<file path="config.mk">
export PLATFORM = sky130hd
export DESIGN_NAME = polyveck_power2round_ctrl
export DESIGN_NICKNAME = d
export VERILOG_FILES = /design/src/rtl/dilithium_params_pkg.sv /design/src/rtl/coeff_power2round.sv /design/src/rtl/polyveck_power2round_ctrl.sv
export SDC_FILE = /design/constraint.sdc
export NUM_CORES = 1
export LEC_CHECK = 0
export ABC_CLOCK_PERIOD_IN_PS = 7850
export CELL_PAD_IN_SITES_DETAIL_PLACEMENT = 0
export CELL_PAD_IN_SITES_GLOBAL_PLACEMENT = 1
export CORE_MARGIN = 4
export CORE_UTILIZATION = 47
export CTS_BUF_LIST = sky130_fd_sc_hd__clkbuf_4 sky130_fd_sc_hd__clkbuf_8
export DETAILED_ROUTE_END_ITERATION = 10
export GPL_TIMING_DRIVEN = 0
export PLACE_DENSITY = 0.87
export SYNTH_ARGS = -nofsm -noshare
export SYNTH_HDL_FRONTEND = slang
export SYNTH_SLANG_ARGS = --single-unit
</file>
<file path="constraint.sdc">
create_clock -name clk -period 7.85 [get_ports clk]
set_clock_uncertainty 0.05 [all_clocks]
set_input_delay 1.57 -clock clk [delete_from_list [all_inputs] [get_ports clk]]
set_output_delay 1.57 -clock clk [all_outputs]
set_load 0.1 [all_outputs]
</file>
<file path="src/rtl/dilithium_params_pkg.sv">
// Shared Dilithium parameters for the keygen datapath blocks.
// Holds the ring/vector dimensions, the Power2Round drop count, the modulus,
// the coefficient and address widths, and the state type of the serial
// power2round controller.
package dilithium_params_pkg;

    localparam int K  = 6;
    localparam int N  = 256;
    localparam int D  = 13;
    localparam int Q  = 8380417;
    localparam int W  = 32;
    localparam int AW = 11;

    typedef enum logic [1:0] {
        ST_IDLE,
        ST_RUN,
        ST_DRAIN,
        ST_DONE
    } p2r_state_t;

endpackage

</file>
<file path="src/rtl/coeff_power2round.sv">
// Combinational Power2Round of a single coefficient.
// Splits a into a high part t1 and a centred low part t0 with a = t1*2^D + t0.
// No modular reduction is applied; for a in [0, Q) the low part lands in
// (-2^(D-1), 2^(D-1)].
// Ports:
//   a   in  W  coefficient, signed two's complement
//   t1  out W  high part
//   t0  out W  low part, signed
module coeff_power2round #(
    parameter int W = dilithium_params_pkg::W,
    parameter int D = dilithium_params_pkg::D
) (
    input  logic signed [W-1:0] a,
    output logic signed [W-1:0] t1,
    output logic signed [W-1:0] t0
);

    // Bias of 2^(D-1)-1 makes the arithmetic shift round half-down, which
    // keeps t0 = +2^(D-1) on the positive side of the centred range.
    localparam logic signed [W-1:0] HALF_M1 = W'((1 << (D - 1)) - 1);

    logic signed [W-1:0] biased;

    always_comb begin
        biased = a + HALF_M1;
        t1     = biased >>> D;
        t0     = a - (t1 <<< D);
    end

endmodule

</file>
<file path="src/rtl/polyveck_power2round_ctrl.sv">
// Coefficient-serial Power2Round over all K*N coefficients of vector t.
// Reads t from a RAM with one cycle of read latency, splits every coefficient
// with one coeff_power2round unit and streams (t1, t0) pairs with their index
// to a writer over a valid/ready handshake through a 2-entry output FIFO.
// Ports:
//   clk, rst_n          clock, asynchronous active-low reset
//   start               one-cycle request, only honoured in IDLE
//   busy, done          run in progress / one-cycle completion pulse
//   rd_en, rd_addr      read strobe and index (poly*N + coeff) to the t RAM
//   rd_data             RAM data, valid one cycle after rd_en
//   wr_valid, wr_ready  output handshake
//   wr_addr             index of the pair at the FIFO head
//   t1_data, t0_data    high and low parts at the FIFO head
module polyveck_power2round_ctrl #(
    parameter int K  = dilithium_params_pkg::K,
    parameter int N  = dilithium_params_pkg::N,
    parameter int D  = dilithium_params_pkg::D,
    parameter int W  = dilithium_params_pkg::W,
    parameter int AW = dilithium_params_pkg::AW
) (
    input  logic                clk,
    input  logic                rst_n,
    input  logic                start,
    output logic                busy,
    output logic                done,
    output logic                rd_en,
    output logic [AW-1:0]       rd_addr,
    input  logic signed [W-1:0] rd_data,
    output logic                wr_valid,
    input  logic                wr_ready,
    output logic [AW-1:0]       wr_addr,
    output logic signed [W-1:0] t1_data,
    output logic signed [W-1:0] t0_data
);

    import dilithium_params_pkg::*;

    localparam logic [AW-1:0] LAST_IDX = AW'(K * N - 1);

    p2r_state_t          state;
    logic [AW-1:0]       rd_idx;
    logic [AW-1:0]       push_idx;
    logic                inflight;
    logic [1:0]          fifo_count;
    logic [1:0]          count_next;
    logic [2:0]          credit;
    logic                push;
    logic                pop;
    logic                drain_done;

    logic [AW-1:0]       head_addr;
    logic signed [W-1:0] head_t1;
    logic signed [W-1:0] head_t0;
    logic [AW-1:0]       tail_addr;
    logic signed [W-1:0] tail_t1;
    logic signed [W-1:0] tail_t0;

    logic signed [W-1:0] calc_t1;
    logic signed [W-1:0] calc_t0;

    coeff_power2round #(
        .W(W),
        .D(D)
    ) u_p2r (
        .a (rd_data),
        .t1(calc_t1),
        .t0(calc_t0)
    );

    // The RAM word returned this cycle is split and pushed immediately.
    assign push = inflight;
    assign pop  = (fifo_count != 2'd0) && wr_ready;

    // A read is only issued if its result is guaranteed a FIFO slot: the
    // in-flight word plus the entries that survive this cycle's pop.
    assign credit = 3'(inflight) + 3'(fifo_count) - 3'(pop);
    assign rd_en  = (state == ST_RUN) && (credit < 3'd2);

    assign count_next = fifo_count + 2'(push) - 2'(pop);

    // In DRAIN no new read can start, so an empty FIFO after this cycle's
    // push/pop means the final handshake is happening now.
    assign drain_done = (count_next == 2'd0);

    assign rd_addr  = rd_idx;
    assign wr_valid = (fifo_count != 2'd0);
    assign wr_addr  = head_addr;
    assign t1_data  = head_t1;
    assign t0_data  = head_t0;

    // Run control: read index, busy and the done pulse are all registered.
    always_ff @(posedge clk or negedge rst_n) begin
        if (!rst_n) begin
            state  <= ST_IDLE;
            busy   <= 1'b0;
            done   <= 1'b0;
            rd_idx <= '0;
        end else begin
            done <= 1'b0;
            case (state)
                ST_IDLE: begin
                    if (start) begin
                        state  <= ST_RUN;
                        busy   <= 1'b1;
                        rd_idx <= '0;
                    end
                end
                ST_RUN: begin
                    if (rd_en) begin
                        rd_idx <= rd_idx + 1'b1;
                        if (rd_idx == LAST_IDX) begin
                            state <= ST_DRAIN;
                        end
                    end
                end
                ST_DRAIN: begin
                    if (drain_done) begin
                        state <= ST_DONE;
                        done  <= 1'b1;
                    end
                end
                ST_DONE: begin
                    state <= ST_IDLE;
                    busy  <= 1'b0;
                end
                default: begin
                    state <= ST_IDLE;
                    busy  <= 1'b0;
                end
            endcase
        end
    end

    // Read-return tracking and the 2-entry output FIFO. The head register
    // drives the write port directly and only moves on a pop, so it stays
    // stable while the writer stalls.
    always_ff @(posedge clk or negedge rst_n) begin
        if (!rst_n) begin
            inflight   <= 1'b0;
            push_idx   <= '0;
            fifo_count <= '0;
            head_addr  <= '0;
            head_t1    <= '0;
            head_t0    <= '0;
            tail_addr  <= '0;
            tail_t1    <= '0;
            tail_t0    <= '0;
        end else begin
            inflight   <= rd_en;
            fifo_count <= count_next;

            if ((state == ST_IDLE) && start) begin
                push_idx <= '0;
            end else if (push) begin
                push_idx <= push_idx + 1'b1;
            end

            if (pop) begin
                if (fifo_count == 2'd2) begin
                    head_addr <= tail_addr;
                    head_t1   <= tail_t1;
                    head_t0   <= tail_t0;
                    if (push) begin
                        tail_addr <= push_idx;
                        tail_t1   <= calc_t1;
                        tail_t0   <= calc_t0;
                    end
                end else if (push) begin
                    head_addr <= push_idx;
                    head_t1   <= calc_t1;
                    head_t0   <= calc_t0;
                end
            end else if (push) begin
                if (fifo_count == 2'd0) begin
                    head_addr <= push_idx;
                    head_t1   <= calc_t1;
                    head_t0   <= calc_t0;
                end else begin
                    tail_addr <= push_idx;
                    tail_t1   <= calc_t1;
                    tail_t0   <= calc_t0;
                end
            end
        end
    end

    // The read credit makes a push into a full FIFO without a pop impossible.
    fifo_no_overflow: assert property (@(posedge clk) disable iff (!rst_n)
        !(push && !pop && (fifo_count == 2'd2)));

endmodule
</file>
Word level (Yosys, flattened, before mapping)
Index checks and enable logic that the tools add are counted.
{ "word_totals": {"wordCells": 93, "output_inout_bits": 90, "register_bits": 179} }
{ "op_classes": {"n_lt_le_gt_ge": 1, "n_mux": 41, "n_eq_ne": 12, "reduce_logical": 18, "add_sub_neg": 8} }
{ "ops": {"columns": ["cell", "n"], "rows": [
  ["two-way mux 32 bit", 18],
  ["two-way mux 11 bit", 13],
  ["adder 32 x 13 -> 32 bit (second input constant)", 1],
  ["subtractor 32 bit", 1],
  ["adder 11 x 1 -> 11 bit (second input constant)", 2],
  ["one-hot mux 11 bit (2 select lines)", 1],
  ["nonzero test 2 bit", 7],
  ["equality test 11 bit (second input constant)", 1],
  ["inequality test 2 bit (second input constant)", 5],
  ["two-way mux 2 bit", 4],
  ["one-hot mux 2 bit (4 select lines)", 1],
  ["AND reduction 4 bit", 2],
  ["equality test 2 bit (second input constant)", 3],
  ["zero test 2 bit", 3],
  ["AND reduction 3 bit", 2],
  ["inequality test 2 x 1 -> 1 bit (second input constant)", 2],
  ["adder 1 x 2 -> 3 bit", 1],
  ["logical AND 1 bit", 3],
  ["less-than comparator 3 x 2 -> 1 bit (second input constant)", 1],
  ["two-way mux 1 bit", 3],
  ["subtractor 3 x 1 -> 3 bit", 1],
  ["adder 2 x 1 -> 2 bit", 1],
  ["equality test 2 x 1 -> 1 bit (second input constant)", 1],
  ["one-hot mux 1 bit (2 select lines)", 1],
  ["other kinds (2)", 2]
]} }

Logic depth before layout (Yosys ltp)
Gate-level depths: netlist of the first run.
{ "logic_depth": {"depth_word": 7, "mapped_depth": 16, "ltp_nobuf": 14} }

Hierarchy
Synthesis of the first run repeated with hierarchy kept, for this count alone.
{ "hier_totals": {"hier_cells": 868, "area_unflattened_um2": 9245.1} }
{ "modules_own_cells": {"columns": ["module", "cells_per_inst", "n_inst", "seq_area_each_um2", "area_per_inst_um2"], "rows": [
  ["polyveck_power2round_ctrl", 649, 1, 4479.3, 7691.1],
  ["coeff_power2round", 219, 1, 0.0, 1554.0]
]} }

Least setup slack after synthesis of the first run
Ideal clock, no wire load.
{ "synth_timing": {"path_kind": "input to output", "start": "input port wr_ready", "end": "output port rd_en", "arrival_ns": 4.115, "stages": 9, "required_time_ns": 6.230, "setup_slack_ns": 2.115, "path_cell_list": "and2_1 -> ha_1 -> inv_1 -> ha_1 -> inv_1 -> fa_1 -> xnor2_1 -> nand2_1 -> nor2_1"} }
{ "synth_via": {"elab_chain_len": 4} }
{ "synth_lines": {"columns": ["element", "line", "text"], "rows": [
  ["from (decl)", "polyveck_power2round_ctrl.sv:30", "input logic wr_ready,"],
  ["logical AND 1 bit", "polyveck_power2round_ctrl.sv:72", "assign pop = (fifo_count != 2'd0) && wr_ready;"],
  ["subtractor 3 x 1 -> 3 bit", "polyveck_power2round_ctrl.sv:76", "assign credit = 3'(inflight) + 3'(fifo_count) - 3'(pop);"],
  ["less-than comparator 3 x 2 -> 1 bit", "polyveck_power2round_ctrl.sv:77", "assign rd_en = (state == ST_RUN) && (credit < 3'd2);"],
  ["logical AND 1 bit", "polyveck_power2round_ctrl.sv:77", null],
  ["to (decl)", "polyveck_power2round_ctrl.sv:26", "output logic rd_en,"]
]} }
Every way passes these cells.

Worst setup path in the final report of the first run
Same ends and word-level chain as after synthesis.

==> metrics.cfg, run 1 <==
[status]
status = complete, no violations

[global_route]
grtUsageTotal = 0.2163
grt_pass1_vias = 6482
grt_pass1_wl_mm = 33.85
antenna_found_initial = 0
grt_max_degree = 87
grt.overflow.total = 0

[synth]
ys.flop_type = dfrtp_1
syn_inst = 842
synth_cell_types = 69
synth_area_leaders = dfrtp_1 47%, mux2_2 7.3%, nand2_1 6.8%, nor2_1 4.2%, ha_1 3.8%
yosysTopAreaCellShare = 0.4688
syn-num-nets = 904
synthArstFlopShare = 1.000
synth_area_sq_um = 8167
yosys.area_share.simple = 0.1878
synthMuxAreaShare = 0.08166
synth-edff-count = 0
ys_ff_latch = 153
synth_top_family_by_area = simple AND/OR/NAND/NOR gates
yosysSeqAreaShare = 0.4688
yosys_warnings = 0
synthAdderAreaFrac = 0.04075
yosys.area.top_type = dfrtp_1
postSynthAreaPerCell_sq_um = 9.699
synth_xor_area_frac = 0.05470
synth-compound-area-share = 0.1216

[sta]
setup_viol = 0
hold_viol = 0
tightestPinTransition_ps = 1198
slew_viol_final = 0
period_share = 0.8261
fin_crit_ps = 6485
rsz0062_at_grt = false
hold_ws_ps = 431.8
tns_ps = 0
fmax_mhz = 154.2
worst_slew_margin_rel = 0.1938

[placement]
place_area_sq_um = 9722
portBuffers = 125
place.gp.congestion = 0.8724
dp_hpwl_mm = 15.13

[setup_path]
cp_max_fo = 6
worstSetupPathType = primary input to primary output
worstSetupEndpointType = primary output
required_ps = 6230
cp-start-kind = primary input
worst_ep_arrival_time_ps = 4860

[drt]
wire_per_inst_um = 16.77
drcViolationCount = 0
vias_per_cell = 5.352
antenna_left = 0
drtIter0Drc = 307
totalWireLength_mm = 20.45
vias = 6524
firstDrtPassIters = 4

[floorplan]
ios = 126
start_util = 0.4856
die_width_um = 139.8
die-area_sq_um = 19550
rows = 47
coreArea_sq_um = 16820
die_h_um = 139.8

[finish]
drive_gt1_frac = 0.1271
final_nets = 1049
fin_util = 0.6020
fill_cells = 1507
antenna_cells = 0
final_cell_area_sq_um = 10120
syn_to_final_growth_pct = 23.98

[clock_tree]
cts_tree = done
clkTransAtPathRegs_ps = 70
cts_inserted_buffers = 17
ctsResizeCount = 0
cts_buffer_depth = 2
clock_sinks = 153
insertion_delay_ps = 460
htree_levels = 4
post-cts-setup-buffers = 0
ctsHoldBuffers = 0
cts-root-buf = clkbuf_8

[job]
cap_violations = 0

[worst_hold_path]
hp-class = flop to flop

-- synthesized netlist by cell type (14+ instances only) --
library cell  number
a21oi_1           23
mux2_2            53
clkbuf_1          35
dfrtp_1          153
ha_1              25
nand2_1          148
inv_1             22
buf_4             14
xnor2_1           22
nand3_1           19
xor2_1            29
o21ai_0           28
nor2_1            91
a31oi_1           48
-- layer usage --
metal  track usage  routed length, um  part of all wire  vias to the layer above
li1              -                  -                 -                     3193
met1        0.2838               9147              0.45                     3172
met2        0.3545               9941              0.49                      133
met3       0.05592                978             0.048                       26
met4       0.06476                381             0.019                        0
met5             0                  0                 0                        -
-- state kept, by name (all words and copies together) (netlist names), 11 cells and up --
name	count
tail_t0	32
rd_addr	11
t0_data	32
push_idx	11
tail_t1	19
t1_data	19
wr_addr	11
tail_addr	11
-- kinds of logic after synthesis --
kind of cell	Yosys count
AND/OR/NAND/NOR	330
flip-flops	153
AO/OA/AOI/OAI	146
buffers and inverters	77
multiplexers	59
XOR/XNOR	51
adder cells (fa/ha/maj)	26
-- stage by stage --
stage | setup slack, ps | cells
2_1_floorplan | 2115 | 842
3_3_place_gp | -1228 | 1187
3_5_place_dp | 1392 | 1188
4_1_cts | 1379 | 1219
5_1_grt | 1202 | 1219
6_report | 1365 | 1219
-- cells in the final DEF (no fill, tap or decap), drive strengths merged, types with 6 or more instances in the layout --
master           n
a21oi           24
o21ai           34
xor2            29
nand4            9
nor4             8
nand2          148
clkdlybuf4s50  124
a31oi           51
o21a             6
mux2            55
clkbuf          61
nor2            91
and3            12
dfrtp          153
xnor2           22
and2            11
nand3           19
buf             20
nor3             7
inv             22
ha              25
-- worst max-delay path, stage by stage --
cell and delay, ps:
clkdlybuf4s50_1 500, and2_1 190, ha_1 260, inv_1 50, ha_1 130, inv_1 50
fa_1 530, nand2_1 160, nor2_1 240, clkdlybuf4s50_1 1180
-- final timing paths --
path	startpoint	endpoint	slack (ps)	cells past startpoint
max	wr_ready	rd_en	1370	10
min	tail_t1[7]	tail_t1[7]	430	2
max reg2reg	fifo_count[1]	rd_addr[9]	4450	12
min reg2reg	tail_t1[7]	tail_t1[7]	430	2
max in group asynchronous	rst_n	t1_data[8]	5860	2
min in group asynchronous	rst_n	t0_data[23]	1040	1
-- final cells by class --
class                      instances  area (sq um)  share of cell area
inverter                          22         82.58            0.008156
buffer                            55         281.5             0.02781
multi-input combinational        612          3974              0.3925
clock inverter                     7         91.34            0.009021
tap                              220         275.3             0.02719
clock buffer                      24         311.5             0.03077
sequential                       153          3829              0.3782
timing repair buffer             126          1280              0.1264
Power of run 1 is left out: the tool's default activity adds up to more than one toggle a clock period on the data nets, which glitch-free logic cannot reach.
==> run 2, diff against run 1 <==
--- a/config.mk
+++ b/config.mk
@@ -5,15 +5,15 @@
 export SDC_FILE = /design/constraint.sdc
 export NUM_CORES = 1
 export LEC_CHECK = 0
-export ABC_CLOCK_PERIOD_IN_PS = 7850
+export ABC_CLOCK_PERIOD_IN_PS = 6700
 export CELL_PAD_IN_SITES_DETAIL_PLACEMENT = 0
 export CELL_PAD_IN_SITES_GLOBAL_PLACEMENT = 1
 export CORE_MARGIN = 4
-export CORE_UTILIZATION = 47
+export CORE_UTILIZATION = 43
 export CTS_BUF_LIST = sky130_fd_sc_hd__clkbuf_4 sky130_fd_sc_hd__clkbuf_8
 export DETAILED_ROUTE_END_ITERATION = 10
 export GPL_TIMING_DRIVEN = 0
-export PLACE_DENSITY = 0.87
+export PLACE_DENSITY = 0.8
 export SYNTH_ARGS = -nofsm -noshare
 export SYNTH_HDL_FRONTEND = slang
 export SYNTH_SLANG_ARGS = --single-unit
==> constraint.sdc (replaced) <==
create_clock -name clk -period 6.7 [get_ports clk]
set_clock_uncertainty 0.05 [all_clocks]
set_input_delay 1.34 -clock clk [delete_from_list [all_inputs] [get_ports clk]]
set_output_delay 1.34 -clock clk [all_outputs]
set_load 0.1 [all_outputs]
==> run 2 against run 1 <==
Effect of this change: register-to-register slack lost 1200 ps; wire length grew 3.9%; clock-buffer cell count shrank 2; worst setup slack lost 680 ps; cell count grew 0.98%; die area grew 8.8%; non-clock buffer count is the same; critical path depth is the same; global-route usage shrank 1.3 points; worst hold slack lost 9.4 ps; sequential share of layout area shrank 0.12 points; via count grew 0.14%; critical path type unchanged; critical endpoint unchanged; largest cell class unchanged.
==> metrics.cfg, run 2 (same netlist as run 1, synthesis figures left out) <==
[status]
status = complete, no violations  ; unchanged

[setup_path]
cp_max_fo = 6  ; unchanged
worstSetupPathType = primary input to primary output  ; unchanged
worst_ep_arrival_time_ps = 4620  ; was 4860 ps
worstSetupEndpointType = primary output  ; unchanged
ff2ff_setup_slack_ps = 3270  ; was 4450 ps
cp-start-kind = primary input  ; unchanged
required_ps = 5310  ; was 6230 ps

[sta]
period_share = 0.8977
setup_viol = 0  ; unchanged
fmax_mhz = 166.3
fin_ws_ps = 685.4  ; was 1365 ps
fin_crit_ps = 6015
tns_ps = 0  ; unchanged
worst_slew_margin_rel = 0.3094  ; was 0.1938
hold_ws_ps = 422.4  ; was 431.8 ps
tightestPinTransition_ps = 1033  ; was 1198 ps
slew_viol_final = 0  ; unchanged
hold_viol = 0  ; unchanged
rsz0062_at_grt = false  ; unchanged

[floorplan]
die_width_um = 145.8  ; was 139.8 um
coreArea_sq_um = 18710  ; was 16820 sq um
ios = 126  ; unchanged
rows = 50  ; was 47
die-area_sq_um = 21260  ; was 19550 sq um
start_util = 0.4366  ; was 0.4856
die_h_um = 145.8  ; was 139.8 um

[drt]
totalWireLength_mm = 21.24  ; was 20.45 mm
drtIter0Drc = 454  ; was 307
wl_met3_um = 789  ; was 978 um
firstDrtPassIters = 5  ; was 4
wl_met1_mm = 9.690  ; was 9.147 mm
drcViolationCount = 0  ; unchanged
vias_per_cell = 5.307  ; was 5.352
wire_per_inst_um = 17.26  ; was 16.77 um
top_layer = met4  ; unchanged
antenna_left = 0  ; unchanged
dr_wl_met2_mm = 10.48  ; was 9.941 mm
vias = 6533  ; was 6524

[clock_tree]
ctsResizeCount = 0  ; unchanged
post-cts-setup-buffers = 0  ; unchanged
ctsHoldBuffers = 0  ; unchanged
cts-root-buf = clkbuf_8  ; unchanged
insertion_delay_ps = 460  ; about the same
cts_inserted_buffers = 17  ; unchanged
cts_buffer_depth = 2  ; unchanged
clkTransAtPathRegs_ps = 80  ; was 70 ps
htree_levels = 4  ; unchanged
clock_sinks = 153  ; unchanged
cts_tree = done  ; unchanged

[placement]
pre_cts_ws_ps = 585.8  ; was 1392 ps
place_area_sq_um = 9743  ; was 9722 sq um
place.gp.congestion = 0.8510  ; was 0.8724
dp_hpwl_mm = 15.59  ; was 15.13 mm
portBuffers = 125  ; unchanged

[global_route]
grt.overflow.total = 0  ; unchanged
antenna_found_initial = 0  ; unchanged
grt_pass1_vias = 6486  ; was 6482
grt_pass1_wl_mm = 34.54  ; was 33.85 mm
grtUsageTotal = 0.2029  ; was 0.2163
grt_max_degree = 116  ; was 87

[finish]
antenna_cells = 0  ; unchanged
final_cell_mix = 153 x dfrtp_1, 148 x nand2_1, 124 x clkdlybuf4s50_1  ; unchanged
drive_gt1_frac = 0.1254  ; was 0.1271
fill_cells = 1749  ; was 1507
final_cell_area_sq_um = 10160  ; was 10120 sq um
syn_to_final_growth_pct = 24.38  ; was 23.98%
final_nets = 1049  ; unchanged
final_common_cell = dfrtp_1  ; unchanged

[job]
cap_violations = 0  ; unchanged

[worst_hold_path]
hp-class = flop to flop  ; unchanged

==> run 2: changes by cell type in the layout (fill, tap and decap cells not counted), sizes merged <==
cell,change
clkbuf,-2
bufinv,+1
clkinvlp,-1
==> run 2: final cells by class <==
type,instances,area [sq um],share of cell area
multi-input combinational,612,3974,0.3912
clock inverter,7,117.6,0.01158
timing repair buffer,126,1284,0.1264
sequential,153,3829,0.3769
inverter,22,82.58,0.008130
clock buffer,22,296.5,0.02919
tap,234,292.8,0.02882
buffer,55,281.5,0.02772
==> run 2: worst paths after layout <==
kind	startpoint	end	depth (start not counted)
hold reg to reg	t0_data[27]	t0_data[27]	2
min in group asynchronous	rst_n	t0_data[23]	1
max in group asynchronous	rst_n	push_idx[1]	2
hold / removal	t0_data[27]	t0_data[27]	2
setup reg to reg	fifo_count[1]	rd_addr[9]	12
setup / recovery	wr_ready	rd_en	10
==> run 2: through the flow <==
stage | cells | utilization
2_1_floorplan | 842 | -
3_5_place_dp | 1202 | 0.5209
3_3_place_gp | 1201 | 0.5191
6_report | 1231 | 0.5430
4_1_cts | 1231 | 0.5430
5_1_grt | 1231 | 0.5430
==> run 2: worst max-delay path, stage by stage <==
cell and delay (ps):
clkdlybuf4s50_1 500, and2_1 190, ha_1 270, inv_1 60, ha_1 120, inv_1 50, fa_1 530, nand2_1 160
nor2_1 220, clkdlybuf4s50_1 1180
==> run 2: per-layer routing <==
layer  vias to the layer above  track usage
met1                      3199       0.2681
met4                         0      0.05745
li1                       3199            -
met3                        22      0.04049
met5                         -            0
met2                       113       0.3408
Power of run 2 is left out for the same reason.
